$ cat src/rtl/rnd_pkg.sv
// Shared types, default widths and the rounding-increment decision for the
// pipelined rounding unit.
package rnd_pkg;

  typedef enum logic [2:0] {
    RNE = 3'd0,
    RTZ = 3'd1,
    RDN = 3'd2,
    RUP = 3'd3,
    RMM = 3'd4
  } rnd_mode_e;

  localparam int RND_MANT_W = 23;
  localparam int RND_EXP_W  = 8;
  localparam int MANT_DW    = RND_MANT_W + 1;
  localparam int EXP_MAX    = (1 << RND_EXP_W) - 1;

  // Whether the magnitude is bumped by one ulp; unknown modes behave as RNE.
  function automatic logic rnd_decide(input logic [2:0] mode, input logic sign,
                                      input logic lsb, input logic g, input logic s);
    logic inc;
    case (mode)
      RTZ:     inc = 1'b0;
      RDN:     inc = sign & (g | s);
      RUP:     inc = ~sign & (g | s);
      RMM:     inc = g;
      default: inc = g & (s | lsb);
    endcase
    return inc;
  endfunction

  // On overflow, these modes round away to infinity; the others clamp to max finite.
  function automatic logic rnd_to_inf(input logic [2:0] mode, input logic sign);
    logic to_inf;
    case (mode)
      RTZ:     to_inf = 1'b0;
      RDN:     to_inf = sign;
      RUP:     to_inf = ~sign;
      default: to_inf = 1'b1;
    endcase
    return to_inf;
  endfunction

endpackage

$ cat src/rtl/rnd_pipe_unit_rnd_inc.sv
// Parametrised incrementer: each sum bit sees the carry-in ANDed with all
// lower operand bits, so no bit waits on a rippled carry.
module rnd_inc #(
  parameter int WIDTH = 24
) (
  input  logic [WIDTH-1:0] i_a,
  input  logic             i_cin,
  output logic [WIDTH-1:0] o_sum,
  output logic             o_cout
);

  logic [WIDTH-1:0] carry;

  generate
    for (genvar gi = 0; gi < WIDTH; gi++) begin : g_bit
      if (gi == 0) begin : g_lsb
        assign carry[gi] = i_cin;
      end else begin : g_upper
        assign carry[gi] = i_cin & (&i_a[gi-1:0]);
      end
      assign o_sum[gi] = i_a[gi] ^ carry[gi];
    end
  endgenerate

  assign o_cout = i_cin & (&i_a);

endmodule

$ cat src/rtl/rnd_pipe_unit.sv
// Two-stage rounding pipeline: stage 1 captures the operand and decides the
// increment, stage 2 applies it with renormalisation and overflow handling.
module rnd_pipe_unit
  import rnd_pkg::*;
#(
  parameter int MANT_W = MANT_DW - 1,
  parameter int EXP_W  = $clog2(EXP_MAX + 1)
) (
  input  logic              i_clk,
  input  logic              i_rst,
  input  logic              i_valid,
  output logic              o_ready,
  input  logic              i_sign,
  input  logic [EXP_W-1:0]  i_exp,
  input  logic [MANT_W:0]   i_mant,
  input  logic              i_guard,
  input  logic              i_sticky,
  input  logic [2:0]        i_mode,
  output logic              o_valid,
  input  logic              i_ready,
  output logic              o_sign,
  output logic [EXP_W-1:0]  o_exp,
  output logic [MANT_W:0]   o_mant,
  output logic              o_inexact,
  output logic              o_overflow
);

  localparam logic [EXP_W-1:0] EMAX = '1;

  logic en1, en2;

  logic              v1_q, v1_d;
  logic              s1_sign_q, s1_sign_d;
  logic [EXP_W-1:0]  s1_exp_q, s1_exp_d;
  logic [MANT_W:0]   s1_mant_q, s1_mant_d;
  logic              s1_inc_q, s1_inc_d;
  logic              s1_inexact_q, s1_inexact_d;
  logic              s1_special_q, s1_special_d;
  logic              s1_to_inf_q, s1_to_inf_d;

  logic              v2_q, v2_d;
  logic              out_sign_q, out_sign_d;
  logic [EXP_W-1:0]  out_exp_q, out_exp_d;
  logic [MANT_W:0]   out_mant_q, out_mant_d;
  logic              out_inexact_q, out_inexact_d;
  logic              out_overflow_q, out_overflow_d;

  logic [MANT_W:0]   inc_sum;
  logic              inc_cout;

  // Backpressure ripples straight through; a full pipe drains and refills in one cycle.
  assign en2     = ~v2_q | i_ready;
  assign en1     = ~v1_q | en2;
  assign o_ready = en1;

  always_comb begin
    v1_d         = v1_q;
    s1_sign_d    = s1_sign_q;
    s1_exp_d     = s1_exp_q;
    s1_mant_d    = s1_mant_q;
    s1_inc_d     = s1_inc_q;
    s1_inexact_d = s1_inexact_q;
    s1_special_d = s1_special_q;
    s1_to_inf_d  = s1_to_inf_q;
    if (en1) begin
      v1_d         = i_valid;
      s1_sign_d    = i_sign;
      s1_exp_d     = i_exp;
      s1_mant_d    = i_mant;
      s1_special_d = (i_exp == EMAX);
      s1_inc_d     = (i_exp != EMAX) & rnd_decide(i_mode, i_sign, i_mant[0], i_guard, i_sticky);
      s1_inexact_d = (i_exp != EMAX) & (i_guard | i_sticky);
      s1_to_inf_d  = rnd_to_inf(i_mode, i_sign);
    end
  end

  rnd_inc #(.WIDTH(MANT_W + 1)) u_inc (
    .i_a    (s1_mant_q),
    .i_cin  (s1_inc_q),
    .o_sum  (inc_sum),
    .o_cout (inc_cout)
  );

  always_comb begin
    v2_d           = v2_q;
    out_sign_d     = out_sign_q;
    out_exp_d      = out_exp_q;
    out_mant_d     = out_mant_q;
    out_inexact_d  = out_inexact_q;
    out_overflow_d = out_overflow_q;
    if (en2) begin
      v2_d           = v1_q;
      out_sign_d     = s1_sign_q;
      out_exp_d      = s1_exp_q;
      out_mant_d     = inc_sum;
      out_inexact_d  = s1_inexact_q;
      out_overflow_d = 1'b0;
      if (inc_cout) begin
        out_mant_d = {1'b1, {MANT_W{1'b0}}};
        out_exp_d  = s1_exp_q + 1'b1;
      end else if ((s1_exp_q == '0) && inc_sum[MANT_W] && !s1_mant_q[MANT_W]) begin
        out_exp_d = EXP_W'(1);
      end
      // A finite operand that rounded up into the Inf/NaN exponent.
      if (!s1_special_q && (out_exp_d == EMAX)) begin
        out_overflow_d = 1'b1;
        out_inexact_d  = 1'b1;
        if (s1_to_inf_q) begin
          out_mant_d = '0;
        end else begin
          out_exp_d  = EMAX - 1'b1;
          out_mant_d = '1;
        end
      end
    end
  end

  always_ff @(posedge i_clk or posedge i_rst) begin
    if (i_rst) begin
      v1_q           <= 1'b0;
      s1_sign_q      <= 1'b0;
      s1_exp_q       <= '0;
      s1_mant_q      <= '0;
      s1_inc_q       <= 1'b0;
      s1_inexact_q   <= 1'b0;
      s1_special_q   <= 1'b0;
      s1_to_inf_q    <= 1'b0;
      v2_q           <= 1'b0;
      out_sign_q     <= 1'b0;
      out_exp_q      <= '0;
      out_mant_q     <= '0;
      out_inexact_q  <= 1'b0;
      out_overflow_q <= 1'b0;
    end else begin
      v1_q           <= v1_d;
      s1_sign_q      <= s1_sign_d;
      s1_exp_q       <= s1_exp_d;
      s1_mant_q      <= s1_mant_d;
      s1_inc_q       <= s1_inc_d;
      s1_inexact_q   <= s1_inexact_d;
      s1_special_q   <= s1_special_d;
      s1_to_inf_q    <= s1_to_inf_d;
      v2_q           <= v2_d;
      out_sign_q     <= out_sign_d;
      out_exp_q      <= out_exp_d;
      out_mant_q     <= out_mant_d;
      out_inexact_q  <= out_inexact_d;
      out_overflow_q <= out_overflow_d;
    end
  end

  assign o_valid    = v2_q;
  assign o_sign     = out_sign_q;
  assign o_exp      = out_exp_q;
  assign o_mant     = out_mant_q;
  assign o_inexact  = out_inexact_q;
  assign o_overflow = out_overflow_q;

endmodule

$ cat config.mk
export PLATFORM = sky130hd
export DESIGN_NAME = rnd_pipe_unit
export DESIGN_NICKNAME = d
export VERILOG_FILES = /design/src/rtl/rnd_pkg.sv /design/src/rtl/rnd_pipe_unit_rnd_inc.sv /design/src/rtl/rnd_pipe_unit.sv
export SDC_FILE = /design/constraint.sdc
export NUM_CORES = 1
export LEC_CHECK = 0
export ABC_CLOCK_PERIOD_IN_PS = 2700
export CORE_MARGIN = 5
export CORE_UTILIZATION = 46
export DETAILED_ROUTE_END_ITERATION = 8
export PLACE_DENSITY = 0.84
export SLEW_MARGIN = 15
export SYNTH_ARGS = -nofsm -noshare
export SYNTH_HDL_FRONTEND = slang
export SYNTH_SLANG_ARGS = --single-unit
$ cat constraint.sdc
create_clock -name i_clk -period 2.7 [get_ports i_clk]
set_input_delay 0.27 -clock i_clk [delete_from_list [all_inputs] [get_ports i_clk]]
set_output_delay 0.27 -clock i_clk [all_outputs]
set_load 0.05 [all_outputs]
==> reports/summary.txt <==
critical path endpoint category -> flip-flop
first-pass GRT wire length -> 14800 um
hpwl dp -> 6670 um
post-synth top area cell -> dfrtp_1
CP peak stage delay -> 600 ps
largest net degree at the start of global routing -> 53
crit-path max FO -> 5
core footprint -> 0.00809 mm2
CP endpoint -> o_mant[0]
global route total overflow -> 0
#FFs+latches synth -> 74
placed cell areas -> 0.00476 mm2
drt drc -> 0
DR WL/cell -> 16.0 um
GPL Wtd Cong -> 0.889
stages on the worst setup path -> 10
port bufs -> 78
Pleak -> 2.07 nW
detailed router's first-iteration violation count -> 96
number of detailed-route iterations in the first pass -> 4
Most common cell on crit path -> buf_4
skew final -> 6.32 ps
fin area -> 0.00505 mm2
vias in the first global route -> 3098
via/cell ratio -> 5.43
total wire length -> 9170 um
critical path's top delay family -> simple AND/OR/NAND/NOR gates
status -> completed
Clock Latency Late Sink -> 360 ps
hold buffer count at CTS -> 0
Tot GR Track Use -> 0.185
FILL cells -> 657
Setup CP Type -> flip-flop to flip-flop
worst setup path startpoint -> s1_exp_q[1]
max-cap viol count -> 0
Via Count -> 3124
Area Overhead vs Synth -> 34.4%
number of synthesized flops with an enable pin -> 0
Avg Cell Area, Syn -> 10.1 um2
row count -> 33
fin crit period -> 2570 ps
r2r endpoint -> o_mant[0]
Multi-input gate area -> 0.00184 mm2
buffer depth of the longest clock path -> 2
Synth top cells by count -> 74 x dfrtp_1, 48 x nand2_1, 32 x nor2_1
Max Slew Vio Count -> 0
Synth warnings -> 0
min-delay worst type -> primary input to asynchronous set/reset pin
relative slew slack -> 0.534
cells after synthesis -> 373
Synth Cell Area -> 0.00376 mm2
FF-to-FF Start -> s1_exp_q[1]
Die W -> 100 um
Achievable Freq -> 389 MHz
die area -> 0.0101 mm2
CP Cell Sequence -> ha_1 -> buf_4 -> a21oi_2 -> nor4_1 -> a41oi_1 -> a21oi_1 -> or4_4 -> buf_4 -> nand2b_1 -> a31oi_1
top-count cell post-synth -> dfrtp_1
Die Y -> 100 um
fraction of registers with async set/reset -> 1.00
synth unique cells -> 45
final setup fails -> 0
hold slack -> 342 ps
startpoint types -> flip-flop
register-to-register path setup slack -> 130 ps
Critical Path RT -> 2970 ps
Area contributors post-synth -> dfrtp_1 49%, mux2_2 8.7%, nand2_1 4.8%, xor2_1 4.2%, nor2_1 3.2%
H-tree levels -> 3
Final period util -> 0.952
n_diodes -> 0
area share of the largest cell type after synthesis -> 0.493
Power Density -> 639 mW/mm2
Worst-Margin Slew -> 698 ps
nets@finish -> 511
fraction of layout cells with a size suffix above 1 -> 0.179
Clock transition at path regs -> 70 ps
CTS Buf Count -> 9
initial core utilization -> 0.465
CTS tree -> yes
most frequently used flop master after synthesis -> dfrtp_1
Post-Synthesis Net Count -> 418
VDD IR max -> 0.252 mV
CP Data Arrival Time -> 2840 ps
Post-DRT Antenna Nets -> 0
FF+latch area -> 0.00185 mm2
Crit path buffers/inverters -> 2
IO Pins -> 79
Final Hold Vio Count -> 0
crit path max-delay cell type -> or4_4
cells on worst reg2reg path -> 10
sequential fraction of the synthesis area -> 0.493
Sinks on Clock Net -> 74
initial antenna violation count -> 0
CTS root buffer -> clkbuf_8
-- stage by stage --
| step | total power, mW | setup TNS, ps | cells | utilization | setup slack, ps |
|---|---|---|---|---|---|
| after floorplan | 1.93 | 0 | 373 | - | 209 |
| after global placement | 2.26 | 0 | 555 | 0.588 | 97.5 |
| after detailed placement | 2.28 | 0 | 555 | 0.588 | 8.19 |
| after CTS | 3.23 | 0 | 570 | 0.615 | 31.4 |
| after global routing | 3.36 | -31.1 | 575 | 0.624 | -17.3 |
| final | 3.23 | 0 | 575 | 0.624 | 131 |
-- logic make-up (layout without fill, tap and decap cells) --
| logic type | count (synthesis) | in the layout | synth area share |
|---|---|---|---|
| multiplexers | 29 | 29 | 0.0869 |
| AND/OR/NAND/NOR | 145 | 146 | 0.200 |
| AO/OA/AOI/OAI | 70 | 70 | 0.120 |
| adder cells (fa/ha/maj) | 3 | 3 | 0.00998 |
| buffers and inverters | 27 | 123 | 0.0326 |
| XOR/XNOR | 25 | 25 | 0.0582 |
| flip-flops | 74 | 74 | 0.493 |
-- power by group --
| group | switching [mW] | internal, mW |
|---|---|---|
| clock network | 0.413 | 0.539 |
| logic | 0.553 | 0.369 |
| registers | 0.111 | 1.24 |
| total | 1.08 | 2.15 |
-- worst min path at each step --
stage               start  cells after the start       endpoint  slack [ps]
4_1_cts             i_rst                      2  s1_mant_q[16]         380
5_1_grt             i_rst                      2       o_exp[5]         430
3_5_place_dp   o_mant[22]                      2     o_mant[22]         470
2_1_floorplan     i_valid                      1           v1_q         380
3_3_place_gp    o_inexact                      2      o_inexact         450
6_report            i_rst                      2  s1_mant_q[21]         340
-- layout make-up --
cell class                      count  share of cell area
Timing Repair Buffer              101               0.196
Clock buffer                       10              0.0272
Clock inverter                      5              0.0156
Sequential cell                    74               0.367
Tap cell                          105              0.0260
Inverter                            7             0.00520
Multi-Input combinational cell    273               0.364
-- per-layer routing --
metal / routed length (um) / part of all wire / global-route usage / up-vias
met5: 0 / 0 / 0 / -
met3: 596 / 0.065 / 0.0445 / 23
met4: 263 / 0.029 / 0.0870 / 0
met1: 3780 / 0.41 / 0.232 / 1494
li1: - / - / - / 1506
met2: 4530 / 0.49 / 0.302 / 101
-- sequential cells by signal, summed over array words and instances, names as in the netlist --
register / cells
o_sign: 1
s1_inc_q: 1
s1_mant_q: 24
o_overflow: 1
o_inexact: 1
s1_special_q: 1
o_valid: 1
s1_exp_q: 8
s1_sign_q: 1
o_mant: 24
s1_inexact_q: 1
s1_to_inf_q: 1
o_exp: 8
v1_q: 1
-- placed cells by master (no fill, tap or decap), drive strengths merged, types with 2 or more instances in the layout --
cell / instances
a211oi: 2
a21boi: 5
a21oi: 11
a2bb2oi: 3
a31oi: 8
and2: 3
and3: 2
and4: 4
buf: 24
bufinv: 2
clkbuf: 10
clkdlybuf4s50: 77
clkinv: 3
dfrtp: 74
ha: 3
inv: 7
mux2: 29
nand2: 48
nand2b: 6
nand3: 13
nand3b: 3
nand4: 10
nor2: 32
nor2b: 8
nor3: 7
nor4: 2
nor4b: 2
o21a: 2
o21ai: 20
o31ai: 15
or3: 2
or4: 3
xnor2: 7
xor2: 18
-- repair_timing --
action / in CTS / in global routing
resized for setup: 1 / 7
pin swaps: 0 / 3
buffers inserted: 0 / 4
gates cloned: 0 / 1
endpoints found under the setup margin: 1 / 25
(Power assumes the default switching activity.)
